--- src/rtl/led_sched_pkg.sv ---
// Shared types and helpers for the LED time-slicing scheduler.
// Latency: n/a (types, constants and a pure function only).
// Backpressure: n/a.
package led_sched_pkg;

  localparam int LED_W   = 8;
  // Upper bound on requesters, which also sets the one-hot decoder width.
  localparam int MAX_REQ = 8;

  typedef enum logic {
    IDLE = 1'b0,
    HOLD = 1'b1
  } state_t;

  // Converts a one-hot (or all-zero) vector to its bit index. All-zero maps to 0.
  // The OR-reduction form assumes one-hot input, which the arbiter guarantees.
  function automatic logic [2:0] onehot_to_idx(input logic [MAX_REQ-1:0] oh);
    logic [2:0] idx;
    idx = '0;
    for (int i = 0; i < MAX_REQ; i++) begin
      if (oh[i]) begin
        idx = idx | 3'(i);
      end
    end
    return idx;
  endfunction

endpackage

--- src/rtl/led_share_scheduler_tick_gen.sv ---
// Free-running prescaler producing a one-cycle dwell tick every TICK_DIV clocks.
// Latency: tick is registered, high in the cycle after the counter hits TICK_DIV-1.
// Backpressure: none; runs regardless of arbitration state.
module tick_gen #(
  parameter int TICK_DIV = 10000000
) (
  input  logic clk,
  input  logic rst_n,
  output logic tick
);

  localparam int CNT_W = (TICK_DIV > 1) ? $clog2(TICK_DIV) : 1;

  if (TICK_DIV < 2) begin : g_bad_tick_div
    $error("tick_gen: TICK_DIV must be at least 2");
  end

  logic [CNT_W-1:0] cnt;
  logic             at_wrap;

  assign at_wrap = (cnt == CNT_W'(TICK_DIV - 1));

  // Count 0..TICK_DIV-1 and register the wrap as a single-cycle pulse.
  always_ff @(posedge clk or negedge rst_n) begin
    if (!rst_n) begin
      cnt  <= '0;
      tick <= 1'b0;
    end else begin
      tick <= at_wrap;
      cnt  <= at_wrap ? '0 : cnt + CNT_W'(1);
    end
  end

endmodule

--- src/rtl/led_share_scheduler.sv ---
// Round-robin owner of the 8-bit LED bank with a tick-measured minimum dwell.
// Latency: grant/busy update at the request edge; led follows grant one cycle later.
// Backpressure: requesters hold req high until granted; a grant drops the same edge its req falls.
module led_share_scheduler
  import led_sched_pkg::*;
#(
  parameter int                NUM_REQ      = 4,
  parameter int                TICK_DIV     = 32'd10000000,
  parameter int                DWELL_TICKS  = 4,
  parameter logic [LED_W-1:0]  IDLE_PATTERN = 8'h00
) (
  input  logic                       clk,
  input  logic                       rst_n,
  input  logic [NUM_REQ-1:0]         req,
  input  logic [LED_W*NUM_REQ-1:0]   req_data,
  output logic [LED_W-1:0]           led,
  output logic [NUM_REQ-1:0]         grant,
  output logic                       busy,
  output logic                       tick
);

  localparam int IDX_W = (NUM_REQ > 1) ? $clog2(NUM_REQ) : 1;
  localparam int DW_W  = (DWELL_TICKS >= 1) ? $clog2(DWELL_TICKS + 1) : 1;

  if (NUM_REQ < 2 || NUM_REQ > MAX_REQ) begin : g_bad_num_req
    $error("led_share_scheduler: NUM_REQ must be within 2..8");
  end

  if (DWELL_TICKS < 1) begin : g_bad_dwell
    $error("led_share_scheduler: DWELL_TICKS must be at least 1");
  end

  state_t               state;
  logic [IDX_W-1:0]     last_idx;
  logic [DW_W-1:0]      dwell;

  logic [IDX_W-1:0]     cand;
  logic [IDX_W-1:0]     pick_idx;
  logic                 pick_vld;
  logic [NUM_REQ-1:0]   pick_oh;
  logic                 own_req;
  logic                 others_pending;
  logic                 dwell_done;
  logic [MAX_REQ-1:0]   grant_ext;
  logic [IDX_W-1:0]     grant_idx;

  tick_gen #(
    .TICK_DIV (TICK_DIV)
  ) u_tick_gen (
    .clk   (clk),
    .rst_n (rst_n),
    .tick  (tick)
  );

  // Round-robin search starting just after the last owner. Scanning offsets
  // high-to-low lets the nearest asserted request overwrite farther ones.
  // The current owner sits at offset NUM_REQ, so any other pending request
  // always wins over it when rotating.
  always_comb begin
    cand     = '0;
    pick_vld = 1'b0;
    pick_idx = last_idx;
    for (int off = NUM_REQ; off >= 1; off--) begin
      cand = IDX_W'((int'(last_idx) + off) % NUM_REQ);
      if (req[cand]) begin
        pick_vld = 1'b1;
        pick_idx = cand;
      end
    end
  end

  assign pick_oh        = NUM_REQ'(1) << pick_idx;
  assign own_req        = |(req & grant);
  assign others_pending = |(req & ~grant);
  assign dwell_done     = (dwell == DW_W'(DWELL_TICKS));
  assign grant_ext      = MAX_REQ'(grant);
  assign grant_idx      = IDX_W'(onehot_to_idx(grant_ext));

  // Arbitration FSM: IDLE waits for any request; HOLD keeps the owner until it
  // releases or its dwell has expired while someone else is waiting.
  always_ff @(posedge clk or negedge rst_n) begin
    if (!rst_n) begin
      state    <= IDLE;
      dwell    <= '0;
      last_idx <= IDX_W'(NUM_REQ - 1);
      grant    <= '0;
      busy     <= 1'b0;
    end else begin
      case (state)
        IDLE: begin
          if (pick_vld) begin
            state    <= HOLD;
            grant    <= pick_oh;
            busy     <= 1'b1;
            dwell    <= '0;
            last_idx <= pick_idx;
          end
        end
        HOLD: begin
          if (!own_req) begin
            // A release always takes priority over tick or dwell expiry.
            if (others_pending) begin
              grant    <= pick_oh;
              last_idx <= pick_idx;
              dwell    <= '0;
            end else begin
              state <= IDLE;
              grant <= '0;
              busy  <= 1'b0;
              dwell <= '0;
            end
          end else if (dwell_done && others_pending) begin
            grant    <= pick_oh;
            last_idx <= pick_idx;
            dwell    <= '0;
          end else if (tick && !dwell_done) begin
            // Saturates at DWELL_TICKS so a lone owner keeps the LEDs indefinitely.
            dwell <= dwell + DW_W'(1);
          end
        end
        default: begin
          state <= IDLE;
          grant <= '0;
          busy  <= 1'b0;
        end
      endcase
    end
  end

  // LED mux resampled every cycle so live patterns (e.g. a counter) stay current.
  always_ff @(posedge clk or negedge rst_n) begin
    if (!rst_n) begin
      led <= IDLE_PATTERN;
    end else begin
      led <= (state == HOLD) ? req_data[LED_W*grant_idx +: LED_W] : IDLE_PATTERN;
    end
  end

endmodule
--- config.mk ---
export PLATFORM = sky130hd
export DESIGN_NAME = led_share_scheduler
export DESIGN_NICKNAME = d
export VERILOG_FILES = /design/src/rtl/led_sched_pkg.sv /design/src/rtl/led_share_scheduler_tick_gen.sv /design/src/rtl/led_share_scheduler.sv
export SDC_FILE = /design/constraint.sdc
export NUM_CORES = 1
export LEC_CHECK = 0
export BUFFER_PORTS_ARGS = -buffer_cell sky130_fd_sc_hd__buf_2
export CORE_ASPECT_RATIO = 1.5
export CORE_UTILIZATION = 40
export CTS_CLUSTER_DIAMETER = 200
export CTS_CLUSTER_SIZE = 40
export DETAILED_ROUTE_END_ITERATION = 10
export PLACE_DENSITY = 0.71
export SLEW_MARGIN = 5
export SYNTH_ARGS = -nofsm -noshare
export SYNTH_HDL_FRONTEND = slang
export SYNTH_SLANG_ARGS = --single-unit
--- constraint.sdc ---
create_clock -name clk -period 2 [get_ports clk]
set_input_delay 0.2 -clock clk [delete_from_list [all_inputs] [get_ports clk]]
set_output_delay 0.2 -clock clk [all_outputs]
set_load 0.02 [all_outputs]
==> results_tabular.tex, run 1 <==
\begin{tabular}{lr}
\hline
Metric & Value \\
\hline
\multicolumn{2}{l}{\textbf{Outcome}} \\
Status & completed \\
\multicolumn{2}{l}{\textbf{Clock tree}} \\
Clock tree buffer depth & 2 \\
Number of resized instances in the post-cts repair step & 0 \\
H-tree Lvls & 2 \\
TritonCTS clock tree & done \\
Root buffer selected by CTS & clkbuf\_8 \\
Clock sink total & 44 \\
Latest clock arrival within the worst-skew pair & 0.30 ns \\
TritonCTS buffer count & 5 \\
Clock Pin Slew Worst Setup and Hold Paths & 0.09 ns \\
\multicolumn{2}{l}{\textbf{Worst hold path}} \\
Hold worst-path end & led[7] \\
Number of cells on the worst hold path & 4 \\
Start point of the worst hold path & req\_data[7] \\
Min-delay worst type & input port to flip-flop \\
\multicolumn{2}{l}{\textbf{Route}} \\
Via-per-instance ratio & 5.41 \\
Total via count after detailed routing & between 2,000 and 2,500 \\
Pre-Repair DR Iteration Count & 4 \\
Highest metal layer used by the detailed router & met4 \\
Residual DRC & 0 \\
Detailed-route wire length on metal 1 & about 2200 um \\
Wire length per cell & about 13 um \\
Number of routed nets with antenna violations & 0 \\
Sum of met3 wire segment lengths after detailed routing & 207 um \\
Final WL & 5050 um \\
Met2 WL & 2620 um \\
Drt initial violations & 80 \\
\multicolumn{2}{l}{\textbf{Placement}} \\
DP HPWL & 3810 um \\
Worst slack after detailed placement & $\sim$0.098 ns \\
Total of buffers placed on input and output ports & 51 \\
Global placer's final weighted congestion & 0.848 \\
Number of cells after detailed placement & 371 \\
\multicolumn{2}{l}{\textbf{Timing}} \\
Worst clock skew & 0.0103 ns \\
Fin Setup TNS & 0 ns \\
Max-slew headroom & 64.1\% \\
Transition time at the pin with the least slew margin & 0.536 ns \\
Final hold vios & 0 \\
Period Utilization, post-route & between 90\% and 100\% \\
Unrepaired setup endpoints after global routing & false \\
Final setup violation count & 0 \\
Final max-slew violation count & 0 \\
Crit path time final & 1.89 ns \\
Least setup slack across all paths after layout & around 0.11 ns \\
Highest attainable clock frequency & roughly 530 MHz \\
\multicolumn{2}{l}{\textbf{Power}} \\
Max IR drop VDD & 0.387 mV \\
Power density over the cells & around 970 nW/um\^{}2 \\
Power after layout & 0.00273 W \\
Static leakage power & 1.29 nW \\
\multicolumn{2}{l}{\textbf{Layout}} \\
Share of final-layout standard cells stronger than drive strength 1 & 24.5\% \\
Nets@finish & 350 \\
Ant. Diodes & 0 \\
Fill cell total of the finished layout & 537 \\
Number of standard cells in the final layout excluding fillers & 380 \\
Layout overhead on the synthesized area & 20.2\% \\
\multicolumn{2}{l}{\textbf{Worst setup path}} \\
R2R cell count & 4 \\
Startpoint kind of the worst setup timing path & flip-flop \\
Arrival time worst endpoint & around 2.1 ns \\
FF-to-FF Start & u\_tick\_gen.cnt[6] \\
Crit. End Element & flip-flop \\
R2r setup slk & 0.11 ns \\
Setup CP Type & flip-flop to flip-flop \\
Largest fanout of any net on the critical path & 6 \\
Crit path required time & 2.23 ns \\
Endpoint of the most critical register-to-register path & u\_tick\_gen.cnt[23] \\
\multicolumn{2}{l}{\textbf{Synth}} \\
Synth cell types & between 40 and 50 \\
Top post-synthesis cells by count & dfrtp\_1, nand2\_1, nand3\_1, nor2\_1 \\
Part of the Yosys area used for sequential elements & 46.9\% \\
Post-synthesis instance area & 2350 um\^{}2 \\
Top cells by area, synth & dfrtp\_1, nand2\_1, xnor2\_1 \\
Ys flop type & dfrtp\_1 \\
Yosys warnings & 0 \\
Syn\_nets & 293 \\
Post-synth top area share & between 40\% and 50\% \\
Synth area leader & dfrtp\_1 \\
Number of synthesized flops with an enable pin & 0 \\
Library cell with the highest instance count after synthesis & dfrtp\_1 \\
Synthesized instance count & 252 \\
Synth Register Bits & 44 \\
Average size of a mapped cell & 9.34 um\^{}2 \\
Synth async-reset ratio & 100\% \\
\multicolumn{2}{l}{\textbf{Global routing}} \\
First-pass GRT wire length & approximately 8700 um \\
GR Util All Layers & 18.0\% \\
Total grt overflow & 0 \\
Number of antenna violations at the first check in global routing & 0 \\
Via count of the first global-routing pass & 1,989 \\
Pin count of the biggest net entering global routing & 24 \\
\multicolumn{2}{l}{\textbf{Floorplanning}} \\
Chip width & 64.6 um \\
Initial Utilization & $\sim$42\% \\
Floorplan row count & 33 \\
Boundary pin count & 52 \\
Chip height & 96.0 um \\
Std-Cell Core Area & $\sim$5600 um\^{}2 \\
Floorplan die area & between 6000 and 7000 um\^{}2 \\
\multicolumn{2}{l}{\textbf{Job}} \\
Max-cap violations & 0 \\
\hline
\end{tabular}
through the flow:
stage | utilization, % | hold slack [ns] | instance area (um^2)
after floorplan | - | -0.0956 | 2350
after global placement | 49.0 | 0.212 | 2730
after detailed placement | 49.0 | 0.208 | 2730
after CTS | 50.8 | 0.241 | 2830
after global routing | 50.8 | 0.252 | 2830
final | 50.8 | 0.248 | 2830
power by group:
part | switching, W | leakage [nW] | internal (W)
Sequential | 0.0000880 | 0.564 | 0.00105
Clock | 0.000314 | 0.0404 | 0.000247
Combinational | 0.000613 | 0.684 | 0.000425
Total | 0.00101 | 1.29 | 0.00172
per-layer routing:
| metal | vias up | global-route usage, % |
|---|---|---|
| met2 | 58 | 33.6 |
| li1 | 1018 | - |
| met1 | 978 | 20.2 |
| met4 | 0 | 6.48 |
| met5 | - | 0 |
| met3 | 2 | 3.44 |
cell usage in the layout, fill, tap and decap left out, types with 4 or more instances in the layout:
cell      netlist  routed
dfrtp_1        42      42
buf_4           0       7
buf_2           3      51
xnor2_1        13      13
nand2_1        31      31
a21oi_1         7       7
clkbuf_8        0       5
xor2_1          5       5
inv_1           8       8
and3_1         10      10
o22ai_1         4       4
nor3_1          7       7
nand3_1        19      19
nand4_1         8       8
o21ai_0        13      13
nand2b_1        6       6
mux2i_1         9       9
or3_1           4       4
nor2_1         15      15
worst max-delay path: stages, from the launching register on:
cell and delay, ns:
dfrtp_1 0.44, nand4_1 0.16, or4_1 0.57, or4_1 0.49, a21oi_1 0.16
final cells by class:
| class | count | area (um^2) | area share [%] |
|---|---|---|---|
| Clock buffer | 5 | 68.8 | 2.43 |
| Clock inverter | 3 | 23.8 | 0.840 |
| Inverter | 8 | 30.0 | 1.06 |
| Multi-Input combinational cell | 190 | 1180 | 41.7 |
| Sequential cell | 44 | 1100 | 39.0 |
| Tap cell | 70 | 87.6 | 3.09 |
| Timing Repair Buffer | 60 | 338 | 11.9 |
registers in the layout, indices dropped and copies added, names as in the netlist:
name             flops
busy                 1
dwell                3
grant                4
last_idx             2
led                  8
state                1
u_tick_gen.cnt      24
u_tick_gen.tick      1
worst max path at each step:
stage,start,to,slack (ns),cells after the start
floorplan,u_tick_gen.cnt[5],u_tick_gen.cnt[23],0.15,6
global placement,u_tick_gen.cnt[2],u_tick_gen.cnt[23],0.16,4
detailed placement,u_tick_gen.cnt[2],u_tick_gen.cnt[23],0.1,4
CTS,u_tick_gen.cnt[2],u_tick_gen.cnt[23],0.11,4
global route,u_tick_gen.cnt[6],u_tick_gen.cnt[23],0.006,4
finish,u_tick_gen.cnt[6],u_tick_gen.cnt[23],0.11,4
repair_timing:
item,in CTS,in global routing
endpoints found under the hold margin,21,0
buffers inserted,0,0
hold buffers,1,0
logic make-up (layout without fill, tap and decap cells):
group | after synthesis | in the layout | synth area share (%)
buf+inv | 18 | 76 | 3.03
mux | 10 | 10 | 4.30
simple gates | 118 | 118 | 26.2
flops | 44 | 44 | 46.9
compound gates | 41 | 41 | 11.3
xor+xnor | 18 | 18 | 6.69
fa+ha+maj | 3 | 3 | 1.59
Power figures use the tool's default switching activity.
==> run 2: changes to the inputs <==
--- a/config.mk
+++ b/config.mk
@@ -11,7 +11,7 @@
 export CTS_CLUSTER_DIAMETER = 200
 export CTS_CLUSTER_SIZE = 40
 export DETAILED_ROUTE_END_ITERATION = 10
-export PLACE_DENSITY = 0.71
+export PLACE_DENSITY = 0.73
 export SLEW_MARGIN = 5
 export SYNTH_ARGS = -nofsm -noshare
 export SYNTH_HDL_FRONTEND = slang
==> constraint.sdc (replaced) <==
create_clock -name clk -period 1.7 [get_ports clk]
set_input_delay 0.17 -clock clk [delete_from_list [all_inputs] [get_ports clk]]
set_output_delay 0.17 -clock clk [all_outputs]
set_load 0.02 [all_outputs]
==> run 2 against run 1 <==
Effect of this change: the run now ends with setup timing left; register-to-register slack worse by 0.12 ns; first-iteration DRC count is 24% lower; sequential cell count unchanged; combinational power is 28% higher; worst setup slack got worse by 0.12 ns; global-route usage grew 0.96 points; clock power up 45%; total power grew 27%; sequential share of layout area down 3.5 points; die area did not move; fmax up 11%; cell area rose by 10%; largest cell class unchanged; largest power group is now combinational logic.
==> results_tabular.tex, run 2 (synthesized netlist as in run 1, its figures left out) <==
\begin{tabular}{lr}
\hline
Metric & Value \\
\hline
\multicolumn{2}{l}{\textbf{Route}} \\
Wire length per cell & 13.6 um \\
Via-per-instance ratio & roughly 5.4 \\
Final WL & between 5000 and 6000 um \\
Residual DRC & 0 \\
Pre-Repair DR Iteration Count & 4 \\
Total via count after detailed routing & 2,195 \\
Drt initial violations & 61 \\
Number of routed nets with antenna violations & 0 \\
\multicolumn{2}{l}{\textbf{Placement}} \\
Area of placed instances & 2880 um\^{}2 \\
Total of buffers placed on input and output ports & 51 \\
Worst slack after detailed placement & -0.0123 ns \\
Global placer's final weighted congestion & 0.859 \\
DP HPWL & 4080 um \\
\multicolumn{2}{l}{\textbf{Layout}} \\
Fill cell total of the finished layout & approximately 520 \\
Ant. Diodes & 0 \\
Most frequent cells in the layout & buf\_2, dfrtp\_1, buf\_4 \\
Most common cell after layout, fill and taps aside & buf\_2 \\
Multi-input logic area & 1240 um\^{}2 \\
Final Instance Area & 3110 um\^{}2 \\
Register bank with the most flops & u\_tick\_gen.cnt \\
Nets@finish & 378 \\
Layout overhead on the synthesized area & 32.3\% \\
Area taken by flip-flops and latches & 1100 um\^{}2 \\
Largest registers & u\_tick\_gen.cnt: 24 flops, led: 8 flops, grant: 4 flops \\
Number of flip-flops under the largest register name & 24 \\
Share of final-layout standard cells stronger than drive strength 1 & around a third \\
\multicolumn{2}{l}{\textbf{Outcome}} \\
Violated checks & setup timing \\
Status & finished, violations left \\
\multicolumn{2}{l}{\textbf{Timing}} \\
Final max-slew violation count & 0 \\
Final hold vios & 0 \\
Final setup violation count & 1 \\
Unrepaired setup endpoints after global routing & true \\
Least setup slack across all paths after layout & -0.00957 ns \\
Transition time at the pin with the least slew margin & about 0.55 ns \\
Period Utilization, post-route & 101\% \\
Fin Setup TNS & -0.00957 ns \\
Crit path time final & 1.71 ns \\
Max-slew headroom & 63.4\% \\
Highest attainable clock frequency & 585 MHz \\
Worst clock skew & 0.00333 ns \\
\multicolumn{2}{l}{\textbf{Worst setup path}} \\
Setup CP Type & flip-flop to flip-flop \\
R2r setup slk & -0.01 ns \\
Endpoint of the most critical register-to-register path & u\_tick\_gen.cnt[23] \\
Startpoint kind of the worst setup timing path & flip-flop \\
R2R cell count & 4 \\
Crit. End Element & flip-flop \\
Crit path required time & 1.94 ns \\
FF-to-FF Start & u\_tick\_gen.cnt[7] \\
Largest fanout of any net on the critical path & 6 \\
Arrival time worst endpoint & 1.95 ns \\
\multicolumn{2}{l}{\textbf{Clock tree}} \\
Clock sink total & 44 \\
H-tree Lvls & 2 \\
Clock Pin Slew Worst Setup and Hold Paths & 0.09 ns \\
Clock tree buffer depth & 2 \\
Root buffer selected by CTS & clkbuf\_8 \\
Latest clock arrival within the worst-skew pair & 0.30 ns \\
TritonCTS buffer count & 5 \\
TritonCTS clock tree & done \\
\multicolumn{2}{l}{\textbf{Floorplanning}} \\
Chip width & about 65 um \\
Chip height & 96.0 um \\
Floorplan row count & 33 \\
Floorplan die area & 6200 um\^{}2 \\
Std-Cell Core Area & between 5000 and 6000 um\^{}2 \\
Initial Utilization & 42.2\% \\
Boundary pin count & 52 \\
\multicolumn{2}{l}{\textbf{Power}} \\
Power density over the cells & 1110 nW/um\^{}2 \\
Static leakage power & $\sim$1.5 nW \\
Max IR drop VDD & 0.843 mV \\
\multicolumn{2}{l}{\textbf{Job}} \\
Max-cap violations & 0 \\
\multicolumn{2}{l}{\textbf{Global routing}} \\
GR Util All Layers & 19.0\% \\
Total grt overflow & 0 \\
Number of antenna violations at the first check in global routing & 0 \\
Via count of the first global-routing pass & 2,122 \\
First-pass GRT wire length & around 9200 um \\
Pin count of the biggest net entering global routing & between 40 and 50 \\
\multicolumn{2}{l}{\textbf{Worst hold path}} \\
Hold worst-path end & led[4] \\
Start point of the worst hold path & req\_data[4] \\
Number of cells on the worst hold path & 4 \\
Min-delay worst type & input port to flip-flop \\
\hline
\end{tabular}
-- run 2: report_power, final --
group	internal [W]	switching, W
combinational	0.000568	0.000760
sequential	0.00123	0.0000911
clock	0.000435	0.000376
total	0.00223	0.00123
-- run 2: routing by layer --
metal  routed length, um  GRT usage (%)
met1                2090           20.3
met2                3140           37.6
met3                 255           3.44
met4                  66           4.63
met5                   0              0
-- run 2: layout make-up --
type | instances | share of cell area [%]
Clock buffer | 5 | 2.21
Clock inverter | 3 | 1.37
Inverter | 8 | 0.964
Multi-Input combinational cell | 190 | 39.7
Sequential cell | 44 | 35.5
Tap cell | 70 | 2.81
Timing Repair Buffer | 88 | 17.4
-- run 2: critical path: stages, from the launching register on --
cell and delay [ns]:
dfrtp_1 0.38, nand4_1 0.12, or4_4 0.58, or4_4 0.44, a21oi_2 0.13
-- run 2: timing repair --
action	in CTS	in global routing
hold buffers	1	0
endpoints found under the setup margin	4	20
resized for setup	2	14
buffers inserted	1	6
pin swaps	0	4
endpoints found under the hold margin	42	0
-- run 2: stage by stage --
stage / utilization, % / hold WS, ns / cells / total power (W)
2_1_floorplan: - / -0.126 / 252 / 0.00219
3_3_place_gp: 51.7 / 0.279 / 392 / 0.00261
3_5_place_dp: 51.7 / 0.290 / 392 / 0.00264
4_1_cts: 54.1 / 0.211 / 402 / 0.00344
5_1_grt: 55.9 / 0.243 / 408 / 0.00368
6_report: 55.9 / 0.210 / 408 / 0.00346
-- run 2: worst max-delay path by stage --
stage / start / endpoint / cells past startpoint
5_1_grt: u_tick_gen.cnt[7] / u_tick_gen.cnt[20] / 6
6_report: u_tick_gen.cnt[7] / u_tick_gen.cnt[23] / 4
3_3_place_gp: u_tick_gen.cnt[7] / u_tick_gen.cnt[23] / 4
3_5_place_dp: u_tick_gen.cnt[7] / u_tick_gen.cnt[23] / 4
2_1_floorplan: u_tick_gen.cnt[2] / u_tick_gen.cnt[23] / 5
4_1_cts: dwell[0] / last_idx[0] / 6
